`src/rtl/branch_pkg.sv`:
```
// Shared types for the branch predictor / resolve pair: FSM states, queue entry
// layout and the predictor's 2-bit saturating counter encodings.
package branch_pkg;

  localparam int BR_PC_W = 32;

  typedef enum logic {
    RUN,
    RECOVER
  } br_state_t;

  typedef struct packed {
    logic               pred_taken;
    logic [BR_PC_W-1:0] alt_pc;
  } br_entry_t;

  typedef enum logic [1:0] {
    PRED_SNT = 2'b00,
    PRED_WNT = 2'b01,
    PRED_WT  = 2'b10,
    PRED_ST  = 2'b11
  } pred_ctr_t;

endpackage

```
`src/rtl/branch_pred_fifo.sv`:
```
// In-order prediction queue; clear wins over a same-cycle push or pop.
module branch_pred_fifo #(
  parameter int DEPTH = 4,
  parameter int W     = 33,
  localparam int AW   = $clog2(DEPTH)
) (
  input  logic          clk,
  input  logic          reset,
  input  logic          push,
  input  logic          pop,
  input  logic          clear,
  input  logic [W-1:0]  wdata,
  output logic [W-1:0]  rdata,
  output logic          full,
  output logic          empty,
  output logic [AW:0]   count
);

  logic [W-1:0]  mem [DEPTH];
  logic [AW-1:0] wr_ptr, rd_ptr;

  always_ff @(posedge clk or posedge reset) begin
    if (reset) begin
      wr_ptr <= '0;
      rd_ptr <= '0;
      count  <= '0;
    end else if (clear) begin
      wr_ptr <= '0;
      rd_ptr <= '0;
      count  <= '0;
    end else begin
      if (push) wr_ptr <= wr_ptr + 1'b1;
      if (pop)  rd_ptr <= rd_ptr + 1'b1;
      count <= count + (AW+1)'(push) - (AW+1)'(pop);
    end
  end

  always_ff @(posedge clk) begin
    if (push && !clear) mem[wr_ptr] <= wdata;
  end

  assign rdata = mem[rd_ptr];
  assign full  = (count == (AW+1)'(DEPTH));
  assign empty = (count == '0);

endmodule

```
`src/rtl/branch_resolve_unit.sv`:
```
// Execute-side branch resolution: compares outcome to the queued prediction,
// strobes predictor updates, and flushes/stalls fetch on a mispredict.
module branch_resolve_unit
  import branch_pkg::*;
#(
  parameter int DEPTH   = 4,
  parameter int PC_W    = BR_PC_W,
  parameter int CNT_W   = 16,
  parameter int PENALTY = 2
) (
  input  logic             clk,
  input  logic             reset,
  input  logic             push_valid,
  output logic             push_ready,
  input  logic             push_pred_taken,
  input  logic [PC_W-1:0]  push_alt_pc,
  input  logic             res_valid,
  input  logic             res_taken,
  output logic             upd_valid,
  output logic             upd_taken,
  output logic             flush,
  output logic [PC_W-1:0]  redirect_pc,
  output logic             busy,
  output logic [CNT_W-1:0] branch_count,
  output logic [CNT_W-1:0] mispredict_count,
  output logic             err_underflow
);

  localparam int AW = $clog2(DEPTH);
  localparam int PW = $clog2(PENALTY + 1);

  br_state_t     state_q, state_d;
  logic [PW-1:0] pen_q, pen_d;
  br_entry_t     wr_entry, head;
  logic          q_full, q_empty;
  logic [AW:0]   q_count;
  logic          run, push_acc, res_acc, mispred, underflow;

  assign run        = (state_q == RUN);
  assign push_ready = !q_full && run;
  assign push_acc   = push_valid && push_ready;
  assign res_acc    = run && res_valid && !q_empty;
  assign mispred    = res_acc && (res_taken != head.pred_taken);
  // Keyed off the raw count so a resolve against an empty queue is flagged
  // even though it never reaches the compare path.
  assign underflow  = run && res_valid && (q_count == '0);
  assign busy       = !run;

  always_comb begin
    wr_entry            = '0;
    wr_entry.pred_taken = push_pred_taken;
    wr_entry.alt_pc     = BR_PC_W'(push_alt_pc);
  end

  branch_pred_fifo #(.DEPTH(DEPTH), .W($bits(br_entry_t))) u_fifo (
    .clk   (clk),
    .reset (reset),
    .push  (push_acc),
    .pop   (res_acc),
    .clear (mispred),
    .wdata (wr_entry),
    .rdata (head),
    .full  (q_full),
    .empty (q_empty),
    .count (q_count)
  );

  always_ff @(posedge clk or posedge reset) begin
    if (reset) begin
      state_q <= RUN;
      pen_q   <= '0;
    end else begin
      state_q <= state_d;
      pen_q   <= pen_d;
    end
  end

  always_comb begin
    state_d = state_q;
    pen_d   = pen_q;
    case (state_q)
      RUN: if (mispred) begin
        state_d = RECOVER;
        pen_d   = PW'(PENALTY);
      end
      RECOVER: begin
        pen_d = pen_q - 1'b1;
        if (pen_q == PW'(1)) state_d = RUN;
      end
      default: state_d = RUN;
    endcase
  end

  always_ff @(posedge clk or posedge reset) begin
    if (reset) begin
      upd_valid        <= 1'b0;
      upd_taken        <= 1'b0;
      flush            <= 1'b0;
      redirect_pc      <= '0;
      branch_count     <= '0;
      mispredict_count <= '0;
      err_underflow    <= 1'b0;
    end else begin
      upd_valid <= res_acc;
      upd_taken <= res_acc && res_taken;
      flush     <= mispred;
      if (mispred) redirect_pc <= head.alt_pc[PC_W-1:0];
      if (res_acc && (branch_count != '1)) branch_count <= branch_count + 1'b1;
      if (mispred && (mispredict_count != '1)) mispredict_count <= mispredict_count + 1'b1;
      if (underflow) err_underflow <= 1'b1;
    end
  end

endmodule

```
`config.mk`:
```
export PLATFORM = sky130hd
export DESIGN_NAME = branch_resolve_unit
export DESIGN_NICKNAME = d
export VERILOG_FILES = /design/src/rtl/branch_pkg.sv /design/src/rtl/branch_pred_fifo.sv /design/src/rtl/branch_resolve_unit.sv
export SDC_FILE = /design/constraint.sdc
export NUM_CORES = 1
export LEC_CHECK = 0
export CELL_PAD_IN_SITES_DETAIL_PLACEMENT = 0
export CELL_PAD_IN_SITES_GLOBAL_PLACEMENT = 1
export CORE_MARGIN = 3
export CORE_UTILIZATION = 49
export DETAILED_ROUTE_END_ITERATION = 10
export GPL_TIMING_DRIVEN = 1
export PLACE_DENSITY = 0.86
export SKIP_LAST_GASP = 1
export SLEW_MARGIN = 20
export SYNTH_ARGS = -nofsm -noshare
export SYNTH_HDL_FRONTEND = slang
export SYNTH_SLANG_ARGS = --single-unit
```
`constraint.sdc`:
```
create_clock -name clk -period 4.9 [get_ports clk]
set_clock_uncertainty 0.1 [all_clocks]
set_input_delay 0.98 -clock clk [delete_from_list [all_inputs] [get_ports clk]]
set_output_delay 0.98 -clock clk [all_outputs]
set_load 0.02 [all_outputs]
```
==> metrics.md, run 1 <==
| Metric | Value |
|---|---|
| R2R depth | 5 |
| TritonCTS clock tree | built |
| Netlist Area Pre-Place | about 0.0082 mm^2 |
| CP peak stage delay | about 600 ps |
| Final min period | between 3000 and 4000 ps |
| Grt ovf | 0 |
| CP Data Required Time | around 5200 ps |
| Post_cts resized | 0 |
| Worst setup slack after layout | 1563 ps |
| IO Pins | about 110 |
| Vias | 4575 |
| Area of the die | around 0.018 mm^2 |
| Final Hold Fails | 0 |
| Avg WL per Cell | approximately 18 um |
| CP Launch Type | primary input |
| Synth warn | 0 |
| Synth unique cells | 37 |
| Antenna Cells | 0 |
| Vias in the first global route | 4726 |
| Top_reg_cell synth | edfxtp_1 |
| Critical-path maximum fanout | 39 |
| Final wirelength | roughly 16000 um |
| Total Nets Final | approximately 670 |
| Total clock buffers created by CTS | 23 |
| Iteration-0 DRC count of the detailed router | 252 |
| CP cell instances | clkdlybuf4s50_1, nor2b_1, nand2b_1, or2_2, buf_4, inv_2, nor2_1, o21ai_0 |
| WP data arrival | between 3000 and 4000 ps |
| Global placement routability congestion | a little under 0.8 |
| # fillers | approximately 1100 |
| Crit path capture type | flip-flop |
| Height of the die | around 140 um |
| Clock latency on the worst-skew pair | a little over 500 ps |
| Area after DPL | around 0.0094 mm^2 |
| Seq/Total Area, Yosys | between 70 and 80% |
| Area grow syn2layout | 24.11% |
| Root buf cell | clkbuf_16 |
| Slew Viols, Final | 0 |
| Final Cell Area | roughly 0.010 mm^2 |
| Port Buf Inserts | 107 |
| Buffers & Inverters on Critical Path | 3 |
| Setup TNS Final | 0 ps |
| Via density | approximately 5.3 |
| Clock Sink Count | 210 |
| Worst hold path class | reg2reg |
| Total track usage | between 10% and 20% |
| # rows | between 40 and 50 |
| Syn Nets | ~560 |
| Crit path kind | in2reg |
| Max_slew headroom | about two fifths |
| Core Util, Final | 62.98% |
| Die Wd | between 100 and 150 um |
| FFs w/ async S/R, synth | a little under two fifths |
| Pre-CTS setup slack | roughly 1100 ps |
| FF+latch count, synth | between 200 and 250 |
| Post-synth EDFFs | around 130 |
| Largest net degree at the start of global routing | 45 |
| HPWL after DPL | around 9700 um |
| Slowest-stage cell, CP | inv_2 |
| Initial core utilization | about half |
| Fmax | ~0.3 GHz |
| Final Setup Violations | 0 |
| Worst-path clk slew | around 50 ps |
| Layout cells sized above 1 | between 10 and 15% |
| Static Leak | around 3.8 nW |
| Status | completed |
| Initial antenna violation count | 0 |
| Pwr dens | between 500 and 600 mW/mm^2 |
| Fin Hold WS | approximately 370 ps |
| Worst slew pin tran | 909.8 ps |
| Peak supply drop | between 400 and 500 uV |
| Setup bufs post-CTS | 0 |
| DRT Pass-1 Iters | 5 |
| WP depth | 8 |
| Syn Area/Cell | approximately 16 um^2 |
| Syn Inst Count | just over 500 |
| H-Tree Depth | 1 |
| Core ar. | around 0.016 mm^2 |
| Clk buf depth | 3 |
| Cts hold-fix bufs | 0 |
| Delay-heaviest family, CP | buffers and inverters |
| RSZ-0062 raised after global routing | false |
| Hold Path Depth | 2 |
| Routed Antenna Nets | 0 |
| Tcrit/Tclk final | around two thirds |
| DRC Markers | 0 |
| First-pass GRT wire length | about 25000 um |
| Max_cap viols | 0 |
==> area by class of cell <==
| class | count | area [um^2] | area share (%) |
|---|---|---|---|
| multi-input combinational | 272 | 2111 | 20.80 |
| timing repair buffer | 111 | 1101 | 10.85 |
| clock buffer | 35 | 660.6 | 6.509 |
| sequential | 210 | 5918 | 58.31 |
| inverter | 9 | 35.03 | 0.3452 |
| tap | 216 | 270.3 | 2.663 |
| clock inverter | 7 | 53.80 | 0.5301 |
==> metal layers <==
metal | GRT usage [%] | wire length (um) | vias to the layer above
li1 | - | - | 2082
met1 | 24.42 | 6837 | 2314
met2 | 29.51 | 7660 | 160
met3 | 3.306 | 944 | 19
met4 | 3.527 | 248 | 0
met5 | 0 | 0 | -
==> sequential cells by signal, summed over array words and instances (netlist names) <==
name              cells
branch_count         16
busy                  1
err_underflow         1
flush                 1
mispredict_count     16
pen_q                 2
redirect_pc          32
u_fifo.count          3
u_fifo.mem          132
u_fifo.rd_ptr         2
u_fifo.wr_ptr         2
upd_taken             1
upd_valid             1
==> Yosys cell counts (4+ instances only) <==
| cell type | instances | area share, % |
|---|---|---|
| nor2_1 | 16 | 0.73 |
| and3_1 | 9 | 0.69 |
| xnor2_1 | 25 | 2.7 |
| edfxtp_1 | 132 | 48 |
| clkbuf_1 | 6 | 0.28 |
| mux4_2 | 33 | 9.1 |
| ha_1 | 8 | 1.2 |
| buf_2 | 5 | 0.31 |
| buf_6 | 4 | 0.55 |
| nand3_1 | 10 | 0.61 |
| inv_1 | 8 | 0.37 |
| and2_1 | 4 | 0.31 |
| dfrtp_1 | 78 | 24 |
| xor2_1 | 10 | 1.1 |
| nand4_1 | 13 | 0.99 |
| nand2_1 | 114 | 5.2 |
==> cell usage in the layout (no fill, tap or decap), types with 7 or more instances in the layout <==
| master | instances |
|---|---|
| edfxtp_1 | 132 |
| nand2_1 | 114 |
| clkdlybuf4s50_1 | 107 |
| dfrtp_1 | 76 |
| mux4_2 | 33 |
| xnor2_1 | 25 |
| clkbuf_16 | 23 |
| nor2_1 | 16 |
| nand4_1 | 13 |
| xor2_1 | 10 |
| nand3_1 | 10 |
| ha_1 | 8 |
| clkbuf_1 | 8 |
| inv_1 | 7 |
==> cells by family after synthesis <==
| family | synth area share [%] |
|---|---|
| flops | 72.34 |
| simple gates | 9.777 |
| mux | 9.731 |
| xor+xnor | 3.947 |
| buf+inv | 1.912 |
| compound gates | 0.8261 |
| fa+ha+maj | 1.469 |
==> power breakdown <==
group          total [mW]  internal (mW)  switching, mW
Combinational        1.68          0.774          0.911
Sequential           2.52           2.29          0.229
Clock                1.61          0.938          0.668
Total                5.81           4.00           1.81
==> tightest hold or removal path, cell delays in order, from the launching register on <==
cell and delay (ps):
dfrtp_1 340, nand2_1 50, nand2_1 50
==> final timing paths <==
check                                       from                 to  slack, ps
min in group asynchronous                  reset    redirect_pc[27]        830
worst max register to register  u_fifo.rd_ptr[1]  u_fifo.mem[3][30]       1640
max in group asynchronous                  reset   u_fifo.rd_ptr[0]       2890
worst max-delay path                   res_valid           pen_q[1]       1560
worst min register to register   redirect_pc[25]    redirect_pc[25]        370
worst min-delay path             redirect_pc[25]    redirect_pc[25]        370
==> metrics by stage <==
stage	total power, mW	cells
floorplan	3.592	511
global placement	4.213	818
detailed placement	4.264	818
CTS	5.877	860
global route	6.111	860
finish	5.811	860
(Power assumes the default switching activity.)
==> run 2, diff against run 1 <==
--- a/config.mk
+++ b/config.mk
@@ -8,10 +8,10 @@
 export CELL_PAD_IN_SITES_DETAIL_PLACEMENT = 0
 export CELL_PAD_IN_SITES_GLOBAL_PLACEMENT = 1
 export CORE_MARGIN = 3
-export CORE_UTILIZATION = 49
+export CORE_UTILIZATION = 46
 export DETAILED_ROUTE_END_ITERATION = 10
 export GPL_TIMING_DRIVEN = 1
-export PLACE_DENSITY = 0.86
+export PLACE_DENSITY = 0.81
 export SKIP_LAST_GASP = 1
 export SLEW_MARGIN = 20
 export SYNTH_ARGS = -nofsm -noshare
==> constraint.sdc (replaced) <==
create_clock -name clk -period 3.2 [get_ports clk]
set_clock_uncertainty 0.1 [all_clocks]
set_input_delay 0.64 -clock clk [delete_from_list [all_inputs] [get_ports clk]]
set_output_delay 0.64 -clock clk [all_outputs]
set_load 0.02 [all_outputs]
==> run 2 against run 1 <==
Against the previous run: worst setup slack got worse by 980 ps; count of clock-buffer cells in the layout decreased by 10; worst hold slack about the same; critical path type is now reg2reg; critical endpoint is now u_fifo.mem[2][26]; sequential cell count unchanged.
==> metrics.md, run 2 (synthesis gave the netlist of run 1 again) <==
| Metric | Value |
|---|---|
| Setup TNS Final | 0 ps |
| Crit path kind | reg2reg |
| Comb power frac | between 20% and 30% |
| Most frequent cells in the layout | edfxtp_1 (132), nand2_1 (114), clkdlybuf4s50_1 (107), dfrtp_1 (76), mux4_2 (33) |
| Final min period | around 2600 ps |
| Clock Sink Count | 210 |
| Port Buf Inserts | roughly 110 |
| Clk pwr share | between 20% and 30% |
| Routed Antenna Nets | 0 |
| Total clock buffers created by CTS | 21 |
| Static Leak | between 3 and 4 nW |
| CP peak stage delay | roughly 800 ps |
| Worst slew pin tran | between 900 and 1000 ps |
| Delay-heaviest family, CP | simple AND/OR/NAND/NOR gates |
| Avg WL per Cell | ~18 um |
| Clock latency on the worst-skew pair | 490 ps |
| Final Setup Violations | 0 |
| Crit path capture type | flip-flop |
| Layout cells sized above 1 | ~14% |
| H-Tree Depth | 1 |
| Vias in the first global route | slightly below 5000 |
| TritonCTS clock tree | built |
| RSZ-0062 raised after global routing | false |
| Initial antenna violation count | 0 |
| CP Launch Type | flip-flop |
| WP data arrival | roughly 2600 ps |
| Tcrit/Tclk final | between 80 and 90% |
| First-pass GRT wire length | roughly 26000 um |
| Area grow syn2layout | 24.22% |
| Fmax | roughly 0.38 GHz |
| Final wirelength | between 15000 and 20000 um |
| Core ar. | around 0.017 mm^2 |
| Clk buf depth | 3 |
| Sw frac | a little under a third |
| Number of flip-flops in the largest register | approximately 130 |
| Flop pwr share | between 40 and 50% |
| CP Data Required Time | roughly 3200 ps |
| Root buf cell | clkbuf_16 |
| Pwr dens | roughly 860 mW/mm^2 |
| Status | completed |
| DRC Markers | 0 |
| Largest net degree at the start of global routing | 36 |
| Slowest-stage cell, CP | and3_2 |
| Slew Viols, Final | 0 |
| Buffers & Inverters on Critical Path | 0 |
| Max_cap viols | 0 |
| Most common cell after layout, fill and taps aside | edfxtp_1 |
| DRT Pass-1 Iters | 4 |
| Leading registers by flop count | u_fifo.mem x132, redirect_pc x32 |
| Sw power | 2.706 mW |
| Cts hold-fix bufs | 0 |
| Vias | between 4000 and 5000 |
| Final Power | 8.783 mW |
| HPWL after DPL | 9781 um |
| Total Nets Final | 678 |
| CP cell instances | mux4_2, xnor2_2, or2_2, and3_2 |
| Antenna Cells | 0 |
| Top reg by flops | u_fifo.mem |
| Total track usage | between 10% and 20% |
| Worst-path clk slew | about 60 ps |
| Final Hold Fails | 0 |
| # rows | 48 |
| Peak supply drop | around 540 uV |
| Worst hold path class | reg2reg |
| Area of the die | between 0.015 and 0.02 mm^2 |
| Critical-path maximum fanout | 33 |
| Iteration-0 DRC count of the detailed router | 247 |
| Grt ovf | 0 |
| Setup bufs post-CTS | 0 |
| Height of the die | 139.3 um |
| Die Wd | ~140 um |
| Global placement routability congestion | 0.8158 |
| Fin Hold WS | roughly 370 ps |
| Via density | 5.273 |
| IO Pins | about 110 |
| Internal | approximately 6.1 mW |
| Max_slew headroom | 39.28% |
| Post_cts resized | 0 |
| Initial core utilization | a little under half |
run 2: cell type report:
cell class	count	area (um^2)
Fill cell	1313	7198
Sequential cell	210	5918
Multi-Input combinational cell	272	2111
Timing Repair Buffer	117	1146
Clock buffer	25	570.5
Tap cell	225	281.5
Clock inverter	13	96.34
Inverter	9	35.03
run 2: power by group through the flow:
stage	sequential [mW]	combinational, mW	clock, mW
after floorplan	4.15	1.36	0
after global placement	3.85	2.59	0
after detailed placement	3.88	2.66	0
after CTS	3.84	2.67	2.39
after global routing	3.90	2.85	2.51
final	3.83	2.61	2.34
run 2: through the flow:
stage	utilization [%]	cell area [um^2]	cells	setup WS (ps)
finish	58.53	10160	871	581.7
global route	58.53	10160	871	425.0
CTS	58.53	10160	871	531.4
detailed placement	54.69	9492	833	245.5
global placement	54.69	9492	833	323.2
floorplan	-	8178	511	276.7
run 2: per-layer routing:
layer | GRT usage, % | vias to the layer above | wire length [um]
met4 | 3.605 | 0 | 283
li1 | - | 2088 | -
met5 | 0 | - | 0
met3 | 3.780 | 24 | 1016
met1 | 21.69 | 2331 | 6574
met2 | 28.02 | 150 | 7722
run 2: path summary, 6_finish.rpt:
path,from,endpoint,slack (ps),depth (start not counted)
max in group asynchronous,reset,branch_count[13],1830,3
max,u_fifo.rd_ptr[0],u_fifo.mem[2][26],580,4
min reg2reg,redirect_pc[28],redirect_pc[28],370,2
min,redirect_pc[28],redirect_pc[28],370,2
max reg2reg,u_fifo.rd_ptr[0],u_fifo.mem[2][26],580,4
min in group asynchronous,reset,redirect_pc[20],400,2
run 2: worst register-to-register path: cells and delay by family, from the launching register on:
kind             cells  cell delay (ps)
AND/OR/NAND/NOR      2             1010
flip-flops           1              370
XOR/XNOR             1              230
multiplexers         1              520
==> run 3, diff against run 2 <==
--- a/config.mk
+++ b/config.mk
@@ -8,10 +8,10 @@
 export CELL_PAD_IN_SITES_DETAIL_PLACEMENT = 0
 export CELL_PAD_IN_SITES_GLOBAL_PLACEMENT = 1
 export CORE_MARGIN = 3
-export CORE_UTILIZATION = 46
+export CORE_UTILIZATION = 41
 export DETAILED_ROUTE_END_ITERATION = 10
 export GPL_TIMING_DRIVEN = 1
-export PLACE_DENSITY = 0.81
+export PLACE_DENSITY = 0.77
 export SKIP_LAST_GASP = 1
 export SLEW_MARGIN = 20
 export SYNTH_ARGS = -nofsm -noshare
==> constraint.sdc (replaced) <==
create_clock -name clk -period 2.3 [get_ports clk]
set_clock_uncertainty 0.1 [all_clocks]
set_input_delay 0.46 -clock clk [delete_from_list [all_inputs] [get_ports clk]]
set_output_delay 0.46 -clock clk [all_outputs]
set_load 0.02 [all_outputs]
==> run 3 against run 2 <==
Against the previous run: total power is 44% higher; the flow now finishes with violations (negative setup slack); wire length increased by 3.0%; die area is 12% higher; final area grew 2.8%; clock power rose by 49%; largest cell class unchanged; utilization down 5.1 points; first-iteration DRC count fell by 13%; sequential share of layout area down 1.6 points; register-to-register slack worse by 590 ps; critical endpoint is now u_fifo.mem[0][21]; sequential power increased by 39%.
==> metrics.md, run 3 (synthesis gave the netlist of run 1 again) <==
| Metric | Value |
|---|---|
| Pwr dens | between 1000 and 1500 mW/mm^2 |
| Global placement routability congestion | between 0.7 and 0.8 |
| Total Nets Final | a little under 700 |
| DRT Pass-1 Iters | 4 |
| Top reg by flops | u_fifo.mem |
| Static Leak | just under 4 nW |
| Final Hold Fails | 0 |
| Total clock buffers created by CTS | 22 |
| Final Power | around 13 mW |
| # rows | roughly 50 |
| Height of the die | 147.2 um |
| Vias in the first global route | approximately 4900 |
| CP Data Required Time | 2330 ps |
| TritonCTS clock tree | built |
| Fmax | 0.4337 GHz |
| Max_slew headroom | a little under three fifths |
| Final Cell Area | approximately 0.010 mm^2 |
| Final wirelength | between 15000 and 20000 um |
| Clock latency on the worst-skew pair | between 400 and 500 ps |
| Setup TNS Final | -28.30 ps |
| Max_cap viols | 0 |
| Final min period | around 2300 ps |
| Worst slew pin tran | 667.0 ps |
| Total track usage | between 10% and 20% |
| Most frequent cells in the layout | edfxtp_1 (132), nand2_1 (114), clkdlybuf4s50_1 (105), dfrtp_1 (76), mux4_2 (33) |
| Port Buf Inserts | about 110 |
| Layout cells sized above 1 | 15.56% |
| Number of flip-flops in the largest register | approximately 130 |
| Pre-CTS setup slack | -308.4 ps |
| Initial antenna violation count | 0 |
| Clock Sink Count | 210 |
| Routed Antenna Nets | 0 |
| Antenna Cells | 0 |
| Critical-path maximum fanout | 33 |
| Tcrit/Tclk final | 100.2% |
| Final Setup Violations | 14 |
| HPWL after DPL | slightly above 10000 um |
| First-pass GRT wire length | approximately 26000 um |
| Core ar. | around 0.020 mm^2 |
| Crit path capture type | flip-flop |
| IO Pins | between 100 and 150 |
| Root buf cell | clkbuf_16 |
| Die Wd | about 150 um |
| Initial core utilization | 41.88% |
| Worst-path clk slew | about 60 ps |
| RSZ-0062 raised after global routing | true |
| Clk buf depth | 3 |
| Grt ovf | 0 |
| Fin Hold WS | about 360 ps |
| Worst setup slack after layout | -5.614 ps |
| # fillers | between 1500 and 2000 |
| Setup bufs post-CTS | 0 |
| Most common cell after layout, fill and taps aside | edfxtp_1 |
| WP data arrival | between 2000 and 2500 ps |
| Area grow syn2layout | 27.66% |
| CP Launch Type | flip-flop |
| Leading registers by flop count | u_fifo.mem x132, redirect_pc x32 |
| Peak supply drop | roughly 640 uV |
| Slew Viols, Final | 0 |
| Area of the die | roughly 0.022 mm^2 |
| Iteration-0 DRC count of the detailed router | about 220 |
| Failing checks | negative setup slack |
| H-Tree Depth | 1 |
| DRC Markers | 0 |
| Status | finished, violations left |
| Via density | between 4 and 5 |
| Area after DPL | roughly 0.0097 mm^2 |
| Vias | around 4600 |
| Avg WL per Cell | ~17 um |
| Largest net degree at the start of global routing | 79 |
| Worst hold path class | in2async |
| Crit path kind | reg2reg |
==> run 3: cell types whose count changed in the layout (fill, tap and decap cells not counted), sizes merged <==
cell and change:
dlygate4sd2 +1, buf +14, clkdlybuf4s50 -2, clkinvlp -2, dlymetal6s2s +1, clkbuf +10
clkinv -6
==> run 3: stage by stage <==
step	util (%)	cells
6_report	53.47	927
5_1_grt	53.47	927
4_1_cts	53.42	927
3_5_place_dp	49.74	887
3_3_place_gp	49.74	887
2_1_floorplan	-	511
==> run 3: timing repair <==
action                                  4_1_cts  5_1_grt
endpoints found under the setup margin      133      134
resized for setup                             1        2
hold buffers                                  0        0
pin swaps                                     2        2
==> run 3: power breakdown <==
group / switching, mW / total (mW) / leakage, nW / internal, mW
clock: 1.39 / 3.48 / 0.351 / 2.09
sequential: 0.437 / 5.31 / 2.19 / 4.88
combinational: 2.00 / 3.84 / 1.40 / 1.83
total: 3.83 / 12.6 / 3.94 / 8.80
==> run 3: path summary, 6_finish.rpt <==
| check | from | endpoint | slack, ps | cells after the start |
|---|---|---|---|---|
| max | u_fifo.rd_ptr[0] | u_fifo.mem[0][21] | -6 | 4 |
| min | reset | mispredict_count[14] | 360 | 3 |
| max reg2reg | u_fifo.rd_ptr[0] | u_fifo.mem[0][21] | -6 | 4 |
| min reg2reg | redirect_pc[0] | redirect_pc[0] | 380 | 2 |
| max in group asynchronous | reset | u_fifo.rd_ptr[0] | 1400 | 3 |
| min in group clk | redirect_pc[0] | redirect_pc[0] | 380 | 2 |
==> run 3: critical path, cell delays in order (launching register included) <==
cell	delay (ps)
dfrtp_2	380
mux4_2	520
xnor2_2	160
or2_2	210
and3_4	550
==> run 3: layout make-up <==
type / instances / area (um^2) / share of cell area [%]
Timing Repair Buffer: 131 / 1290 / 12.36
Clock buffer: 35 / 660.6 / 6.328
Multi-Input combinational cell: 272 / 2143 / 20.53
Clock inverter: 5 / 58.81 / 0.5633
Tap cell: 265 / 331.6 / 3.176
Inverter: 9 / 37.54 / 0.3595
Sequential cell: 210 / 5918 / 56.69
==> run 3: metal layers <==
layer | vias up | part of all wire [%] | global-route usage, % | wire length (um)
met5 | - | 0 | 0 | 0
met4 | 0 | 2.0 | 3.681 | 325
met3 | 24 | 5.0 | 3.085 | 799
met2 | 118 | 49 | 25.12 | 7906
met1 | 2315 | 44 | 19.91 | 7041
li1 | 2124 | - | - | -
